[src/rtl/rx_char_assembler.sv]
// rx_char_assembler
//
// Serial-to-parallel character stage for the receive path. It takes one
// mid-bit sampled line value per bit_strobe and frames it as start, data
// (LSB first), optional even parity, and stop. The finished character is
// presented through a single-entry valid/ready output buffer.
//
// Parameters:
//   DATA_BITS  - data bits per character (5..8)
//   PARITY_EN  - 1 = one even-parity bit expected between data and stop
//   BREAK_WAIT - 1 = after a framing error, wait for a sampled 1 before
//                accepting a new start bit
//
// Ports:
//   clk        - system clock, all logic on the rising edge
//   rst        - synchronous reset, active-high
//   bit_in     - sampled line value, qualified by bit_strobe
//   bit_strobe - one-cycle pulse per sampled bit
//   char_out   - assembled character, valid while char_valid=1
//   char_valid - output buffer holds a character
//   char_ready - consumer takes char_out this cycle when char_valid=1
//   frame_err  - stop bit sampled 0 for the buffered character
//   parity_err - parity mismatch for the buffered character
//   overrun    - one-cycle pulse: completed character dropped, buffer full
//   busy       - receiver is in any state other than IDLE

module rx_char_assembler #(
    parameter int DATA_BITS  = 8,
    parameter int PARITY_EN  = 0,
    parameter int BREAK_WAIT = 1
) (
    input  logic                 clk,
    input  logic                 rst,
    input  logic                 bit_in,
    input  logic                 bit_strobe,
    output logic [DATA_BITS-1:0] char_out,
    output logic                 char_valid,
    input  logic                 char_ready,
    output logic                 frame_err,
    output logic                 parity_err,
    output logic                 overrun,
    output logic                 busy
);

    localparam int CW = $clog2(DATA_BITS + 1);
    localparam logic [CW-1:0] LAST_BIT = CW'(DATA_BITS - 1);

    localparam logic [2:0] ST_IDLE   = 3'd0;
    localparam logic [2:0] ST_DATA   = 3'd1;
    localparam logic [2:0] ST_PARITY = 3'd2;
    localparam logic [2:0] ST_STOP   = 3'd3;
    localparam logic [2:0] ST_BREAK  = 3'd4;

    logic [2:0]           state;
    logic [CW-1:0]        bit_cnt;
    logic [DATA_BITS-1:0] shreg;
    logic                 par_mis;

    logic complete;
    logic new_fe;
    logic new_pe;
    logic pop;

    // A character completes on the strobe that samples the stop bit,
    // regardless of whether that stop bit is good.
    always_comb begin
        complete = bit_strobe && (state == ST_STOP);
        new_fe   = ~bit_in;
        new_pe   = (PARITY_EN != 0) ? par_mis : 1'b0;
        pop      = char_valid && char_ready;
    end

    assign busy = (state != ST_IDLE);

    // Framing state machine; advances only on bit strobes.
    always_ff @(posedge clk) begin
        if (rst) begin
            state   <= ST_IDLE;
            bit_cnt <= '0;
            shreg   <= '0;
            par_mis <= 1'b0;
        end else if (bit_strobe) begin
            case (state)
                ST_IDLE: begin
                    if (!bit_in) begin
                        state   <= ST_DATA;
                        bit_cnt <= '0;
                        par_mis <= 1'b0;
                    end
                end
                ST_DATA: begin
                    // Right shift: the first data bit received ends in bit 0.
                    shreg   <= {bit_in, shreg[DATA_BITS-1:1]};
                    bit_cnt <= bit_cnt + 1'b1;
                    if (bit_cnt == LAST_BIT) begin
                        state <= (PARITY_EN != 0) ? ST_PARITY : ST_STOP;
                    end
                end
                ST_PARITY: begin
                    par_mis <= bit_in ^ (^shreg);
                    state   <= ST_STOP;
                end
                ST_STOP: begin
                    if (!bit_in && (BREAK_WAIT != 0)) begin
                        state <= ST_BREAK;
                    end else begin
                        state <= ST_IDLE;
                    end
                end
                ST_BREAK: begin
                    if (bit_in) begin
                        state <= ST_IDLE;
                    end
                end
                default: begin
                    state <= ST_IDLE;
                end
            endcase
        end
    end

    // Single-entry output buffer. A completion landing in the same cycle
    // as a pop replaces the buffered character instead of emptying it.
    always_ff @(posedge clk) begin
        if (rst) begin
            char_out   <= '0;
            char_valid <= 1'b0;
            frame_err  <= 1'b0;
            parity_err <= 1'b0;
            overrun    <= 1'b0;
        end else begin
            overrun <= 1'b0;
            if (complete) begin
                if (!char_valid || char_ready) begin
                    char_out   <= shreg;
                    char_valid <= 1'b1;
                    frame_err  <= new_fe;
                    parity_err <= new_pe;
                end else begin
                    overrun <= 1'b1;
                end
            end else if (pop) begin
                char_valid <= 1'b0;
                frame_err  <= 1'b0;
                parity_err <= 1'b0;
            end
        end
    end

endmodule

[config.mk]
export PLATFORM = sky130hd
export DESIGN_NAME = rx_char_assembler
export DESIGN_NICKNAME = d
export VERILOG_FILES = /design/src/rtl/rx_char_assembler.sv
export SDC_FILE = /design/constraint.sdc
export NUM_CORES = 1
export LEC_CHECK = 0
export ABC_CLOCK_PERIOD_IN_PS = 3100
export BUFFER_PORTS_ARGS = -buffer_cell sky130_fd_sc_hd__buf_2
export CAP_MARGIN = 20
export CORE_UTILIZATION = 61
export CTS_BUF_LIST = sky130_fd_sc_hd__clkbuf_4 sky130_fd_sc_hd__clkbuf_8
export DETAILED_ROUTE_END_ITERATION = 7
export PLACE_DENSITY = 0.85
export SYNTH_ARGS = -nofsm -noshare
export SYNTH_HDL_FRONTEND = slang
export SYNTH_SLANG_ARGS = --single-unit
[constraint.sdc]
create_clock -name clk -period 3.1 [get_ports clk]
set_input_delay 0.31 -clock clk [delete_from_list [all_inputs] [get_ports clk]]
set_output_delay 0.31 -clock clk [all_outputs]
set_load 0.01 [all_outputs]
==> impl_metrics.toml <==
[synth]
synth_area_per_cell_um2 = 9.19
synth_cell_types = 32
yosysMostFrequentCell = "dfxtp_1"
synth_mux_area_share_pct = 7.14
synth_edf_count = 0
synth_seq_area_share_pct = 46.4
synth.area.top_cells = "dfxtp_1 46%, a21oi_1 7.1%, mux2i_1 7.1%"
synth-simple-area-share_pct = 21.0
synthAdderAreaFrac_pct = 1.12
synth_common_cells = "26 x dfxtp_1, 16 x a21oi_1, 12 x o21ai_1"
synth_compound_area_share_pct = 16.9
yosys.area.top_type = "dfxtp_1"
yosysWarnings = 0
netlist_area_mm2 = 0.00112
synthesis.instances = 122
synth.top_cell.area_share_pct = 46.4
ys_seq_elements = 26
synthFlopType = "dfxtp_1"
synthXorXnorAreaFrac_pct = 0
async_flop_share_pct = 0
synth_top_family_by_area = "simple AND/OR/NAND/NOR gates"
synth_nets = 128

[die]
coreArea_mm2 = 0.00173
die_area_mm2 = 0.00201
dieWidth_um = 44.9
initial_core_util_pct = 64.9
io-pin-count = 18
num_rows = 15
dieHeight_um = 44.9

[timing]
hold_violations = 0
worst_pin_slew_ns = 0.588
finalClockSkew_ns = 0.00902
min_period_ns = 1.56
fin_setup_tns_ns = 0
timing.final.crit_share_pct = 50.2
grt_setup_unrepaired = "no"
maxSlewHeadroom_pct = 60.7
fmax_mhz = 643
slew_violations = 0
setup_viol = 0

[pwr]
p_leak_nw = 0.456
clkPwrFrac_pct = 38.9
comb_power_share_pct = 4.4
seqPwrFrac_pct = 56.7
ir_worst_vdd_mv = 0.320
power_mw = 0.599
power.internal_mw = 0.477
switchingPower_mw = 0.122
p_per_area_mw_per_mm2 = 494
p_sw_share_pct = 20.4

[placement]
placed_cell_area_mm2 = 0.00116
io_buffer_count = 16
place_congestion = 0.745
post-dp-hpwl_mm = 1.35
placed_cells = 152

[critical_path]
crit_path_end = "busy"
worstPathRequired_ns = 2.79
setup.worst_path.start = "state[2]"
regToRegSetupSlack_ns = 1.65
rr_startpoint = "state[0]"
r2r_cells = 3
critPathMaxFanout = 10
path_class = "register to output pin"
cp_data_arrival_time_ns = 1.25
setup.worst_path.start_class = "register"
regToRegEndpoint = "bit_cnt[3]"
worstSetupEndpointType = "output pin"

[detailed_routing]
drtPass1Iterations = 4
ant_nets = 0
wirelength_mm = 2.00
drc_errors = 0
wl_per_cell_um = 12.8
drt_iter0_drc = 19
viasPerCell = 5.83
num_vias = 909

[clocking]
h-tree-depth = 1
cts_setup_buffers = 0
cts_buffer_depth = 2
root_buffer = "clkbuf_4"
postCtsHoldBufs = 0
post_cts_resized = 0
clock_sinks = 26
cts_buffers = 3
clk_latency_ns = 0.33
clk_pin_slew_ns = 0.13
cts_tree = "yes"

[final_layout]
multiInputGateArea_um2 = 520
fin_area_mm2 = 0.00121
area_growth_pct = 8.15
layoutNonFillerInstCount = 156
fill_cells = 147
n_antenna_cell = 0
seqCellArea_um2 = 520
final_core_util_pct = 70.2
finalNetCount = 138
drive_gt1_share_pct = 17.6

[global_routing]
track_usage_pct = 22.8
grt_max_degree = 28
overflow = 0
first_global_vias = 750
grt_pass1_wl_mm = 3.31
antenna_found_initial = 0

[outcome]
status = "complete, no violations"

[hold_path]
worst_hold_path_type = "primary input to register"

[job]
cap_violations = 0
-- power groups by stage --
| stage | sequential (mW) | clock (mW) | combinational, mW |
|---|---|---|---|
| floorplan | 0.345 | 0 | 0.0248 |
| global placement | 0.347 | 0 | 0.0256 |
| detailed placement | 0.347 | 0 | 0.0263 |
| CTS | 0.340 | 0.233 | 0.0264 |
| global route | 0.340 | 0.249 | 0.0293 |
| finish | 0.340 | 0.233 | 0.0264 |
-- how the worst min path moves through the flow --
| stage | start | to | slack (ns) | cells past startpoint |
|---|---|---|---|---|
| 6_report | bit_in | shreg[7] | 0.30 | 3 |
| 5_1_grt | bit_in | shreg[7] | 0.29 | 3 |
| 3_3_place_gp | frame_err | frame_err | 0.46 | 1 |
| 4_1_cts | bit_in | shreg[7] | 0.29 | 3 |
| 3_5_place_dp | char_out[1] | char_out[1] | 0.47 | 2 |
| 2_1_floorplan | shreg[0] | char_out[0] | 0.44 | 2 |
-- sequential cells by signal (all words and copies together), names as in the netlist --
signal	flops
overrun	1
frame_err	1
bit_cnt	4
char_valid	1
state	3
shreg	8
char_out	8
-- metal layers --
metal	part of all wire [%]	vias to the layer above	track usage (%)
met3	5.0	5	5.20
met5	0	-	0
met4	1.8	0	10.9
li1	-	451	-
met2	47	24	34.4
met1	46	429	30.8
-- cell usage in the layout (no fill, tap or decap), types with 3 or more instances in the layout --
cell      instances
dfxtp_1          26
a21oi_1          16
buf_2            16
o21ai_1          12
nor2_1           11
nand3_1           9
mux2i_1           8
nand2b_1          4
clkbuf_4          3
-- metrics by stage --
stage	setup WS, ns	hold WS (ns)
floorplan	1.84	0.443
global placement	1.73	0.459
detailed placement	1.68	0.471
CTS	1.53	0.294
global route	1.48	0.295
finish	1.54	0.296
-- cell families after synthesis --
kind of cell / count (synthesis)
other: 1
flip-flops: 26
AO/OA/AOI/OAI: 33
adder cells (fa/ha/maj): 1
AND/OR/NAND/NOR: 40
multiplexers: 8
buffers and inverters: 13
-- worst max-delay path, cell delays in order (launching register included) --
cell and delay, ns:
dfxtp_1 0.41, or3_1 0.38, buf_2 0.14
-- cell type report --
type	instances	share of cell area, %
sequential	26	42.9
multi-input combinational	83	42.9
timing repair buffer	16	6.60
tap	25	2.58
clock inverter	1	2.48
clock buffer	3	1.86
inverter	2	0.619
Note: power is estimated with default switching activity, not from simulation.
